## config.mk

```make
export PLATFORM = sky130hd
export DESIGN_NAME = mem_access_stage
export DESIGN_NICKNAME = d
export VERILOG_FILES = /design/src/rtl/mem_access_stage.sv
export SDC_FILE = /design/constraint.sdc
export NUM_CORES = 1
export LEC_CHECK = 0
export CAP_MARGIN = 20
export CORE_ASPECT_RATIO = 0.7
export CORE_MARGIN = 5
export CORE_UTILIZATION = 25
export DETAILED_ROUTE_END_ITERATION = 10
export GPL_TIMING_DRIVEN = 0
export SYNTH_ARGS = -nofsm -noshare
export SYNTH_HDL_FRONTEND = slang
export SYNTH_SLANG_ARGS = --single-unit
```

## constraint.sdc

```tcl
create_clock -name CLOCK -period 1.79 [get_ports CLOCK]
set_input_delay 0.2685 -clock CLOCK [delete_from_list [all_inputs] [get_ports CLOCK]]
set_output_delay 0.2685 -clock CLOCK [all_outputs]
set_load 0.02 [all_outputs]
```

## src/rtl/mem_access_stage.sv

```systemverilog
// Pipeline MEM stage: turns the EXE result into a data-memory access (or
// passes it through), formats sub-word load/store data by byte lane, stalls
// the front of the pipe while an access is outstanding, and registers the
// write-back value toward MEM/WB.
//
// Memory handshake: DMemReq_OUT is held high from the cycle after an access
// is accepted until the first cycle DMemReady_IN is sampled high; request
// fields stay constant for that whole window and are forced to zero whenever
// DMemReq_OUT is low. DMemReady_IN is ignored while no request is pending.
module mem_access_stage (
    input  logic        CLOCK,
    input  logic        RESET,
    input  logic [31:0] ALUResult_IN,
    input  logic [31:0] StoreData_IN,
    input  logic        MemRead_IN,
    input  logic        MemWrite_IN,
    input  logic [1:0]  MemSize_IN,
    input  logic        MemSigned_IN,
    input  logic        RegWrite_IN,
    input  logic [4:0]  WriteRegister_IN,
    input  logic        Valid_IN,
    input  logic        Flush_IN,
    output logic        DMemReq_OUT,
    output logic        DMemWrite_OUT,
    output logic [31:0] DMemAddr_OUT,
    output logic [31:0] DMemWriteData_OUT,
    output logic [3:0]  DMemByteEn_OUT,
    input  logic        DMemReady_IN,
    input  logic [31:0] DMemReadData_IN,
    output logic [31:0] Result_OUT,
    output logic [4:0]  WriteRegister_OUT,
    output logic        RegWrite_OUT,
    output logic        Valid_OUT,
    output logic        AddrError_OUT,
    output logic        Stall_OUT
);

    localparam logic [1:0] SIZE_BYTE = 2'b00;
    localparam logic [1:0] SIZE_HALF = 2'b01;

    // FSM encoding; "state" is the signal to probe for the current phase.
    localparam logic [0:0] ST_IDLE = 1'b0;
    localparam logic [0:0] ST_BUSY = 1'b1;

    logic [0:0]  state;
    logic        busy;

    // Access captured at acceptance; drives the memory port during BUSY.
    logic [31:0] lat_addr;
    logic [31:0] lat_data;
    logic [1:0]  lat_size;
    logic        lat_signed;
    logic        lat_load;
    logic        lat_store;
    logic        lat_regwrite;
    logic [4:0]  lat_dest;

    // Decode of the instruction currently presented.
    logic        mem_op;
    logic        size_mis;
    logic        misaligned;
    logic        access;

    // Formatted memory-side data.
    logic [31:0] st_data;
    logic [3:0]  st_be;
    logic [7:0]  ld_byte;
    logic [15:0] ld_half;
    logic [31:0] ld_data;

    assign busy = (state == ST_BUSY);

    // Classify the presented instruction: memory op, alignment, real access.
    always_comb begin
        mem_op   = MemRead_IN | MemWrite_IN;
        size_mis = 1'b0;
        unique case (MemSize_IN)
            SIZE_BYTE: size_mis = 1'b0;
            SIZE_HALF: size_mis = ALUResult_IN[0];
            default:   size_mis = |ALUResult_IN[1:0];
        endcase
        misaligned = mem_op & size_mis;
        access     = Valid_IN & mem_op & ~misaligned & ~Flush_IN;
    end

    // Replicate store data across lanes and build byte enables from the latched access.
    always_comb begin
        st_data = lat_data;
        st_be   = 4'b1111;
        unique case (lat_size)
            SIZE_BYTE: begin
                st_data = {4{lat_data[7:0]}};
                st_be   = 4'b0001 << lat_addr[1:0];
            end
            SIZE_HALF: begin
                st_data = {2{lat_data[15:0]}};
                st_be   = 4'b0011 << lat_addr[1:0];
            end
            default: begin
                st_data = lat_data;
                st_be   = 4'b1111;
            end
        endcase
    end

    // Pick the addressed lane of the read word and extend it to 32 bits.
    always_comb begin
        ld_byte = DMemReadData_IN[7:0];
        unique case (lat_addr[1:0])
            2'd0: ld_byte = DMemReadData_IN[7:0];
            2'd1: ld_byte = DMemReadData_IN[15:8];
            2'd2: ld_byte = DMemReadData_IN[23:16];
            default: ld_byte = DMemReadData_IN[31:24];
        endcase
        ld_half = lat_addr[1] ? DMemReadData_IN[31:16] : DMemReadData_IN[15:0];
        ld_data = DMemReadData_IN;
        unique case (lat_size)
            SIZE_BYTE: ld_data = {{24{lat_signed & ld_byte[7]}}, ld_byte};
            SIZE_HALF: ld_data = {{16{lat_signed & ld_half[15]}}, ld_half};
            default:   ld_data = DMemReadData_IN;
        endcase
    end

    // Memory port and stall; everything is zeroed outside BUSY so reset drops the request at once.
    always_comb begin
        DMemReq_OUT       = busy;
        DMemWrite_OUT     = busy & lat_store;
        DMemAddr_OUT      = busy ? {lat_addr[31:2], 2'b00} : 32'd0;
        DMemWriteData_OUT = (busy & lat_store) ? st_data : 32'd0;
        DMemByteEn_OUT    = busy ? st_be : 4'd0;
        Stall_OUT         = busy ? ~DMemReady_IN : access;
    end

    // IDLE/BUSY sequencing and capture of the accepted access.
    always_ff @(posedge CLOCK or negedge RESET) begin
        if (!RESET) begin
            state        <= ST_IDLE;
            lat_addr     <= 32'd0;
            lat_data     <= 32'd0;
            lat_size     <= 2'd0;
            lat_signed   <= 1'b0;
            lat_load     <= 1'b0;
            lat_store    <= 1'b0;
            lat_regwrite <= 1'b0;
            lat_dest     <= 5'd0;
        end else if (state == ST_IDLE) begin
            if (access) begin
                state        <= ST_BUSY;
                lat_addr     <= ALUResult_IN;
                lat_data     <= StoreData_IN;
                lat_size     <= MemSize_IN;
                lat_signed   <= MemSigned_IN;
                lat_load     <= MemRead_IN;
                lat_store    <= MemWrite_IN;
                lat_regwrite <= RegWrite_IN;
                lat_dest     <= WriteRegister_IN;
            end
        end else begin
            // Flush is deliberately not looked at here: an issued access always commits.
            if (DMemReady_IN) begin
                state <= ST_IDLE;
            end
        end
    end

    // MEM/WB output registers: pass-through, bubble on acceptance, commit on ready.
    always_ff @(posedge CLOCK or negedge RESET) begin
        if (!RESET) begin
            Result_OUT        <= 32'd0;
            WriteRegister_OUT <= 5'd0;
            RegWrite_OUT      <= 1'b0;
            Valid_OUT         <= 1'b0;
            AddrError_OUT     <= 1'b0;
        end else if (state == ST_IDLE) begin
            if (access) begin
                Result_OUT        <= 32'd0;
                WriteRegister_OUT <= 5'd0;
                RegWrite_OUT      <= 1'b0;
                Valid_OUT         <= 1'b0;
                AddrError_OUT     <= 1'b0;
            end else begin
                Result_OUT        <= ALUResult_IN;
                WriteRegister_OUT <= WriteRegister_IN;
                RegWrite_OUT      <= RegWrite_IN & Valid_IN & ~Flush_IN & ~misaligned;
                Valid_OUT         <= Valid_IN & ~Flush_IN;
                AddrError_OUT     <= Valid_IN & ~Flush_IN & misaligned;
            end
        end else if (DMemReady_IN) begin
            Result_OUT        <= lat_load ? ld_data : 32'd0;
            WriteRegister_OUT <= lat_dest;
            RegWrite_OUT      <= lat_regwrite & lat_load;
            Valid_OUT         <= 1'b1;
            AddrError_OUT     <= 1'b0;
        end
    end

endmodule

```

==> results of run 1 <==
## cell families after synthesis
group / count (synthesis) / share of synthesized area, %
other: 1 / 0.06412
DFF: 116 / 49.64
buffers and inverters: 49 / 3.958
and+or+nand+nor: 162 / 13.41
muxes: 100 / 18.96
AOI/OAI and AO/OA: 112 / 13.97
## power by group through the flow
stage               clock network (mW)  logic, mW  registers (mW)
global placement                     0       2.99            3.62
detailed placement                   0       3.01            3.64
finish                            3.58       3.85            3.68
global route                      3.75       4.10            3.75
floorplan                            0       1.64            3.63
CTS                               3.65       3.54            3.65
## stage by stage
stage | hold slack [ns] | std cells | utilization, %
2_1_floorplan | -0.02709 | 541 | -
3_3_place_gp | 0.4650 | 1073 | 36.96
3_5_place_dp | 0.2632 | 1074 | 37.08
4_1_cts | 0.2685 | 1139 | 42.67
5_1_grt | 0.3064 | 1154 | 44.39
6_report | 0.2906 | 1154 | 44.39
## layer usage
| layer | up-vias | wire length, um | global-route usage (%) |
|---|---|---|---|
| li1 | 2554 | - | - |
| met1 | 2830 | 11770 | 26.95 |
| met2 | 258 | 11420 | 28.13 |
| met3 | 26 | 2434 | 6.593 |
| met4 | 2 | 352 | 5.146 |
| met5 | - | 7 | 0 |
## cell usage in the layout, fill, tap and decap left out, drive strengths merged, types with 2 or more instances in the layout
cell type      count
clkdlybuf4s50    146
o22ai              3
and2              30
mux2              76
o22a               2
a311oi             6
nand2             56
bufinv             3
dlygate4sd2        5
a21oi             34
o21ai             12
or2                5
nor2b              4
dfrtp            116
and3              10
conb               2
or3b               6
clkbuf            36
a222oi            15
nand3              3
buf              142
a2111oi            2
clkinv             5
a22oi             16
o31ai              6
mux2i             23
bufbuf             2
diode              2
nor2              42
nand2b             4
inv                5
a221o              8
## worst reg2reg max path: cells and delay by family (launching register included)
family / cells / cell delay (ns)
AOI/OAI and AO/OA: 1 / 0.25
DFF: 1 / 0.40
muxes: 1 / 0.32
buffers and inverters: 5 / 0.88
## flip-flops by register name (all words and copies together) (netlist names), 2 cells and up
| name | cells |
|---|---|
| lat_size | 2 |
| lat_dest | 5 |
| lat_addr | 32 |
| Result_OUT | 32 |
| lat_data | 32 |
| WriteRegister_OUT | 5 |
## worst paths after layout
check	end	startpoint	depth (start not counted)	slack, ns
worst max-delay path	Stall_OUT	MemRead_IN	7	-0.21
worst min register to register	lat_addr[9]	lat_addr[9]	1	0.50
worst min-delay path	lat_size[1]	MemSize_IN[1]	3	0.29
max in group asynchronous	lat_addr[12]	RESET	3	0.67
worst max register to register	lat_data[7]	DMemReq_OUT	7	-0.17
min in group asynchronous	lat_data[24]	RESET	2	0.40
## cell type report
type                       instances  area [um2]
clock buffer                      23       478.0
clock inverter                     9       126.4
sequential                       116        2908
multi-input combinational        377        3065
timing repair buffer             268        2599
fill                            2217       12710
tap                              312       390.4
antenna                            2       5.005
buffer                            42       549.3
inverter                           5       21.27
## timing repair
| item | in CTS | in global routing |
|---|---|---|
| endpoints found under the setup margin | 179 | 156 |
| gates resized for setup | 422 | 130 |
| cloned | 8 | 1 |
| pin swaps | 9 | 18 |
| buffers inserted | 26 | 14 |
| hold buffers | 1 | 0 |
| hold endpoints to repair | 50 | 0 |
==> results.json, run 1 <==
{
  "place_area_um2": 8473,
  "io_pins": 223,
  "htreeDepth": 4,
  "status": "finished with violations",
  "yosys.area.top_type": "dfrtp_1",
  "sw_frac_of_total_pct": 32.43,
  "port_buffers": 220,
  "vias": 5670,
  "worst_skew_pair.late_latency_ns": 0.41,
  "synth_top_area_share_pct": 49.64,
  "startpoint_type": "primary input",
  "routed_wl_um": 25990,
  "min_period_ns": 2.003,
  "setup_ws_ns": -0.2130,
  "drc_errors": 0,
  "critical_path.slowest_cell": "clkdlybuf4s50_1",
  "min_path_type": "primary input to register",
  "cts_buffers": 17,
  "p_seq_share_pct": 33.1,
  "ys_seq_area_share_pct": 49.64,
  "switching_power_mw": 3.599,
  "dpl_worst_slack_ns": -1.271,
  "num_rows": 46,
  "fin_crit_sh_pct": 111.9,
  "path_buf_inv": 4,
  "worstMarginPinSlew_ns": 0.5421,
  "grt_pass1_vias": 5825,
  "synth_ff_type": "dfrtp_1",
  "path_delay_family": "buffers and inverters",
  "critPathCaptureType": "primary output",
  "slowest_delay_ns": 0.51,
  "via_per_inst": 4.913,
  "synth_commonest_cells": "116 x dfrtp_1, 76 x mux2_2, 56 x nand2_1",
  "violations": "setup timing",
  "clkTransAtPathRegs_ns": 0.06,
  "start_util_pct": 25.59,
  "fin_nets": 939,
  "finalPower_mw": 11.10,
  "async_flop_share_pct": 100.0,
  "leakage_nw": 4.446,
  "grt_pass1_wl_um": 37540,
  "drt_pass1_iterations": 5,
  "cts_buffer_depth": 2,
  "cp_data_arrival_time_ns": 1.73,
  "die_w_um": 192.8,
  "cap_viol_max_count": 0,
  "numClockSinks": 116,
  "fmax_mhz": 499.3,
  "rsz0062_at_grt": "yes",
  "final_cell_area_um2": 10140,
  "internal_power_mw": 7.501,
  "gp_congestion": 0.8718,
  "finalMaxSlewViolations": 0,
  "die_y_um": 138.0,
  "grt-ovfl-total": 0,
  "root_buffer": "clkbuf_16",
  "synth_edf_count": 0,
  "finalSetupViolCount": 121,
  "antenna_left": 0,
  "synth.avg_cell_area_um2": 10.83,
  "slew_headroom_pct": 63.86,
  "crit_fanout": 3,
  "wl_per_cell_um": 22.52,
  "finalClockSkew_ns": 0.008768,
  "drt_iter0_drc": 402,
  "cp_data_required_time_ns": 1.52,
  "path_class": "primary input to primary output",
  "grt_usage_pct": 19.17,
  "power_frac_comb_pct": 34.6,
  "p_per_area_nw_per_um2": 1095,
  "grt_max_degree": 67,
  "cts_tree": "done",
  "path_cells": "clkdlybuf4s50_1 -> nor2_2 -> a2111oi_4 -> buf_6 -> buf_8 -> nand2b_4 -> buf_6",
  "netlist-cell-type-count": 44,
  "synth_most_common_cell": "dfrtp_1",
  "antenna_found_initial": 3,
  "drive_above_1_share_pct": 40.48,
  "synth_area_leaders": "dfrtp_1 50%, mux2_2 15%, mux2i_1 3.9%",
  "synth.cell_area_um2": 5848,
  "dp_hpwl_um": 18030,
  "core_area_um2": 22850,
  "finalHoldViolations": 0,
  "postSynthCellCount": 540,
  "ys_warn_count": 0,
  "dieArea_um2": 26600,
  "yosys_register_bits": 116,
  "worst_path_most_repeated_cell": "buf_6",
  "tns_ns": -11.48,
  "area_growth_pct": 73.43,
  "peakVddDrop_mv": 0.6320,
  "power_frac_clock_pct": 32.2
}
No activity file was read; power rests on OpenSTA's default activity.
==> inputs of run 2 (changes only) <==
--- a/config.mk
+++ b/config.mk
@@ -11,6 +11,7 @@
 export CORE_UTILIZATION = 25
 export DETAILED_ROUTE_END_ITERATION = 10
 export GPL_TIMING_DRIVEN = 0
+export PLACE_DENSITY = 0.63
 export SYNTH_ARGS = -nofsm -noshare
 export SYNTH_HDL_FRONTEND = slang
 export SYNTH_SLANG_ARGS = --single-unit
==> results.json, run 2 (same netlist as run 1, synthesis figures left out) <==
{
  "routed_wl_um": 27290,
  "num_rows": 46,
  "htreeDepth": 4,
  "wl_per_cell_um": 23.23,
  "grt_max_degree": 92,
  "slew_headroom_pct": 64.50,
  "vias": 5850,
  "mostFrequentLayoutCells": "144 x clkdlybuf4s50_1, 112 x dfrtp_1, 68 x buf_6, 53 x buf_4, 47 x nand2_1",
  "critPathCaptureType": "primary output",
  "final_common_cell": "clkdlybuf4s50_1",
  "drt_pass1_iterations": 5,
  "rsz0062_at_grt": "yes",
  "peakVddDrop_mv": 0.7327,
  "die_y_um": 138.0,
  "core_area_um2": 22850,
  "place_inst": 1074,
  "cts_tree": "done",
  "die_w_um": 192.8,
  "fillCellCount": 2075,
  "start_util_pct": 25.59,
  "cp_data_required_time_ns": 1.52,
  "largestRegisters": "Result_OUT (32), lat_addr (32), lat_data (32)",
  "final_util_pct": 47.89,
  "antenna_left": 0,
  "worstMarginPinSlew_ns": 0.5297,
  "fin_nets": 960,
  "final_cells": 1175,
  "drt_iter0_drc": 541,
  "grt_pass1_vias": 5819,
  "port_buffers": 220,
  "final_cell_area_um2": 10940,
  "clkTransAtPathRegs_ns": 0.05,
  "grt_usage_pct": 18.70,
  "crit_fanout": 5,
  "worst_skew_pair.late_latency_ns": 0.43,
  "area_growth_pct": 87.10,
  "finalSetupViolCount": 151,
  "violations": "setup timing",
  "root_buffer": "clkbuf_16",
  "via_per_inst": 4.979,
  "finalClockSkew_ns": 0.01218,
  "drc_errors": 0,
  "cts_buffer_depth": 2,
  "place_area_um2": 8473,
  "antenna_found_initial": 3,
  "finalHoldViolations": 0,
  "finalMaxSlewViolations": 0,
  "grt_pass1_wl_um": 36650,
  "grt-ovfl-total": 0,
  "fin_crit_sh_pct": 117.4,
  "cap_viol_max_count": 0,
  "dieArea_um2": 26600,
  "gp_congestion": 0.8692,
  "min_path_type": "primary input to asynchronous set/reset pin",
  "fmax_mhz": 475.8,
  "status": "finished with violations",
  "p_per_area_nw_per_um2": 1076,
  "leakage_nw": 4.718,
  "io_pins": 223,
  "cp_data_arrival_time_ns": 1.83,
  "path_class": "primary input to primary output",
  "startpoint_type": "primary input",
  "numClockSinks": 116,
  "setup_ws_ns": -0.3117,
  "cts_buffers": 17,
  "finalPower_mw": 11.78,
  "drive_above_1_share_pct": 45.35,
  "min_period_ns": 2.102,
  "dp_hpwl_um": 18160
}
-- run 2: worst max-delay path, cell delays in order --
cell	delay, ns
dlygate4sd2_1	0.31
or2_4	0.29
a2111oi_4	0.43
buf_6	0.17
buf_8	0.10
nand2b_4	0.13
buf_6	0.13
-- run 2: what timing repair did --
action,in CTS,in global routing
setup endpoints to repair,183,166
setup buffers,30,28
cloned,2,12
endpoints found under the hold margin,25,0
hold buffers,1,0
gates resized for setup,418,260
pin swaps,9,31
-- run 2: per-layer routing --
layer | up-vias | GRT usage [%] | part of all wire (%)
met1 | 2958 | 25.99 | 45
met3 | 40 | 5.460 | 8.7
met4 | 0 | 5.740 | 2.0
met2 | 266 | 28.19 | 45
li1 | 2586 | - | -
met5 | - | 0 | 0
-- run 2: area by class of cell --
cell class,instances,area [um2],area share (%)
tap,312,390.4,3.568
antenna,3,7.507,0.06861
clock inverter,8,98.84,0.9034
multi-input combinational,377,3348,30.60
buffer,41,528.0,4.826
inverter,5,23.77,0.2173
sequential,116,2908,26.58
clock buffer,23,498.0,4.551
timing repair buffer,290,3139,28.69
-- run 2: through the flow --
step	hold slack (ns)	TNS, ns	setup slack, ns
5_1_grt	0.2862	-29.09	-0.3839
3_3_place_gp	0.4815	-647.36	-4.522
6_report	0.2755	-17.75	-0.3117
4_1_cts	0.2670	-14.06	-0.2679
2_1_floorplan	-0.02709	0	0.007263
3_5_place_dp	0.1508	-129.35	-1.350
-- run 2: final timing paths --
kind	slack, ns	end	cells after the start	startpoint
max	-0.31	Stall_OUT	7	MemSize_IN[1]
min	0.28	lat_data[16]	2	RESET
max reg2reg	-0.19	Result_OUT[8]	9	DMemReq_OUT
min reg2reg	0.51	lat_dest[0]	1	lat_dest[0]
min in group CLOCK	0.29	lat_size[0]	2	MemSize_IN[0]
max in group asynchronous	0.73	lat_addr[0]	3	RESET
-- run 2: where the power goes --
group | total [mW] | internal (mW) | switching [mW] | leakage [nW]
clock network | 3.51 | 2.22 | 1.29 | 0.291
registers | 3.78 | 3.20 | 0.571 | 1.39
logic | 4.49 | 2.50 | 1.99 | 3.04
==> inputs of run 3 (changes only) <==
--- a/config.mk
+++ b/config.mk
@@ -7,11 +7,11 @@
 export LEC_CHECK = 0
 export CAP_MARGIN = 20
 export CORE_ASPECT_RATIO = 0.7
-export CORE_MARGIN = 5
 export CORE_UTILIZATION = 25
 export DETAILED_ROUTE_END_ITERATION = 10
 export GPL_TIMING_DRIVEN = 0
 export PLACE_DENSITY = 0.63
+export RECOVER_POWER = 100
 export SYNTH_ARGS = -nofsm -noshare
 export SYNTH_HDL_FRONTEND = slang
 export SYNTH_SLANG_ARGS = --single-unit
==> results.json, run 3 (same netlist as run 1, synthesis figures left out) <==
{
  "status": "finished with violations",
  "violations": "setup timing",
  "top_layer": "met4",
  "path_class": "primary input to primary output",
  "antenna_found_initial": 1,
  "multi_input_area_um2": 3359,
  "crit_fanout": 5,
  "drc_errors": 0,
  "mostFrequentLayoutCells": "143 x clkdlybuf4s50_1, 112 x dfrtp_1, 60 x buf_6, 51 x nand2_1, 48 x buf_4",
  "finalHoldViolations": 0,
  "dieArea_um2": 24020,
  "grt_pass1_wl_um": 35490,
  "internal_power_mw": 7.669,
  "sw_frac_of_total_pct": 33.52,
  "grt_pass1_vias": 5552,
  "power_frac_comb_pct": 37.5,
  "setup_ws_ns": -0.2748,
  "fillCellCount": 2101,
  "slowest_delay_ns": 0.44,
  "wl_met3_um": 2080,
  "place_inst": 1074,
  "startpoint_type": "primary input",
  "cp_data_required_time_ns": 1.52,
  "wl_per_cell_um": 22.48,
  "fin_crit_sh_pct": 115.4,
  "grt-ovfl-total": 0,
  "vias": 5737,
  "cts_buffer_depth": 2,
  "grt_max_degree": 61,
  "final_common_cell": "clkdlybuf4s50_1",
  "path_delay_family": "buffers and inverters",
  "ff_latch_area_um2": 2908,
  "power_frac_clock_pct": 29.9,
  "p_seq_share_pct": 32.5,
  "htreeDepth": 4,
  "root_buffer": "clkbuf_16",
  "finalClockSkew_ns": 0.009992,
  "dpl_worst_slack_ns": -1.286,
  "numClockSinks": 116,
  "die_w_um": 184.8,
  "leakage_nw": 4.640,
  "path_cells": "dlygate4sd2_1 -> or2_4 -> a2111oi_4 -> buf_6 -> buf_12 -> nand2b_4 -> buf_6",
  "routed_wl_um": 26210,
  "dp_hpwl_um": 17050,
  "rsz0062_at_grt": "yes",
  "worst_skew_pair.late_latency_ns": 0.43,
  "cts_tree": "done",
  "start_util_pct": 25.66,
  "largestRegisters": "Result_OUT (32), lat_addr (32), lat_data (32)",
  "drt_pass1_iterations": 5,
  "critical_path.slowest_cell": "a2111oi_4",
  "core_area_um2": 22790,
  "io_pins": 223,
  "antenna_left": 0,
  "num_rows": 46,
  "worst_path_most_repeated_cell": "buf_6",
  "min_path_type": "primary input to register",
  "p_per_area_nw_per_um2": 1071,
  "cap_viol_max_count": 0,
  "path_buf_inv": 4,
  "gp_congestion": 0.8569,
  "port_buffers": 220,
  "drive_above_1_share_pct": 44.85,
  "fin_nets": 953,
  "area_growth_pct": 84.17,
  "peakVddDrop_mv": 0.7631,
  "grt_usage_pct": 20.58,
  "worstMarginPinSlew_ns": 0.9175,
  "wl_met1_um": 12240,
  "wl_met2_um": 11500,
  "n_antenna_cell": 0,
  "min_period_ns": 2.065,
  "finalSetupViolCount": 124,
  "fmax_mhz": 484.3,
  "switching_power_mw": 3.867,
  "finalMaxSlewViolations": 0,
  "critPathCaptureType": "primary output",
  "clkTransAtPathRegs_ns": 0.06,
  "final_cells": 1166,
  "via_per_inst": 4.920,
  "cp_data_arrival_time_ns": 1.80,
  "slew_headroom_pct": 38.83,
  "drt_iter0_drc": 476,
  "die_y_um": 130.0,
  "cts_buffers": 17
}
==> run 3: cell count changes in the layout (fill, tap and decap cells not counted), moves of 6 or more <==
cell and delta:
clkbuf_16 -7, mux2_4 +6, mux2_2 -6, mux2i_4 -6, buf_6 -8
==> run 3: worst paths after layout <==
path / start / to / slack [ns] / cells past startpoint
min in group asynchronous: RESET / WriteRegister_OUT[1] / 0.54 / 2
worst max-delay path: MemSize_IN[1] / Stall_OUT / -0.27 / 7
max in group asynchronous: RESET / lat_size[1] / 0.14 / 3
worst min register to register: AddrError_OUT / AddrError_OUT / 0.49 / 2
worst min-delay path: MemSize_IN[0] / lat_size[0] / 0.29 / 2
worst max register to register: DMemReq_OUT / lat_addr[13] / -0.13 / 8
==> run 3: repair_timing <==
action / 4_1_cts / 5_1_grt
endpoints found under the hold margin: 59 / 0
gates cloned: 9 / 8
resized for setup: 423 / 262
pin swaps: 5 / 29
buffers inserted: 29 / 24
hold buffers: 1 / 0
setup endpoints to repair: 178 / 158
==> run 3: area by class of cell <==
type | count | area share, %
clock inverters | 13 | 1.243
repair buffers | 284 | 28.08
inverters | 5 | 0.2440
flip-flops and latches | 116 | 27.00
well taps | 312 | 3.625
plain buffers | 38 | 4.415
clock buffers | 19 | 4.205
multi-input cells | 379 | 31.19
==> run 3: power by group through the flow <==
stage | Clock, mW | Sequential [mW] | Combinational (mW)
3_3_place_gp | 0 | 3.62 | 2.97
2_1_floorplan | 0 | 3.63 | 1.64
5_1_grt | 3.65 | 3.83 | 4.56
4_1_cts | 3.50 | 3.65 | 3.53
3_5_place_dp | 0 | 3.64 | 3.00
6_report | 3.45 | 3.75 | 4.33
==> run 3: per-stage QoR <==
step                      utilization, %  instance area (um2)  power [mW]  TNS, ns  hold slack, ns
after floorplan                        -                 5852       5.267        0        -0.02709
after global placement             37.05                 8444       6.586  -640.32          0.4675
after CTS                          42.68                 9727       10.69   -14.06          0.2515
after global routing               47.26                10770       12.03   -25.65          0.2866
final                              47.26                10770       11.54   -12.64          0.2900
after detailed placement           37.18                 8473       6.643  -125.34          0.3083
==> run 3: metal layers <==
layer,global-route usage [%],vias to the layer above
li1,-,2578
met1,29.12,2893
met2,29.88,238
met3,6.587,28
met4,5.834,0
met5,0,-
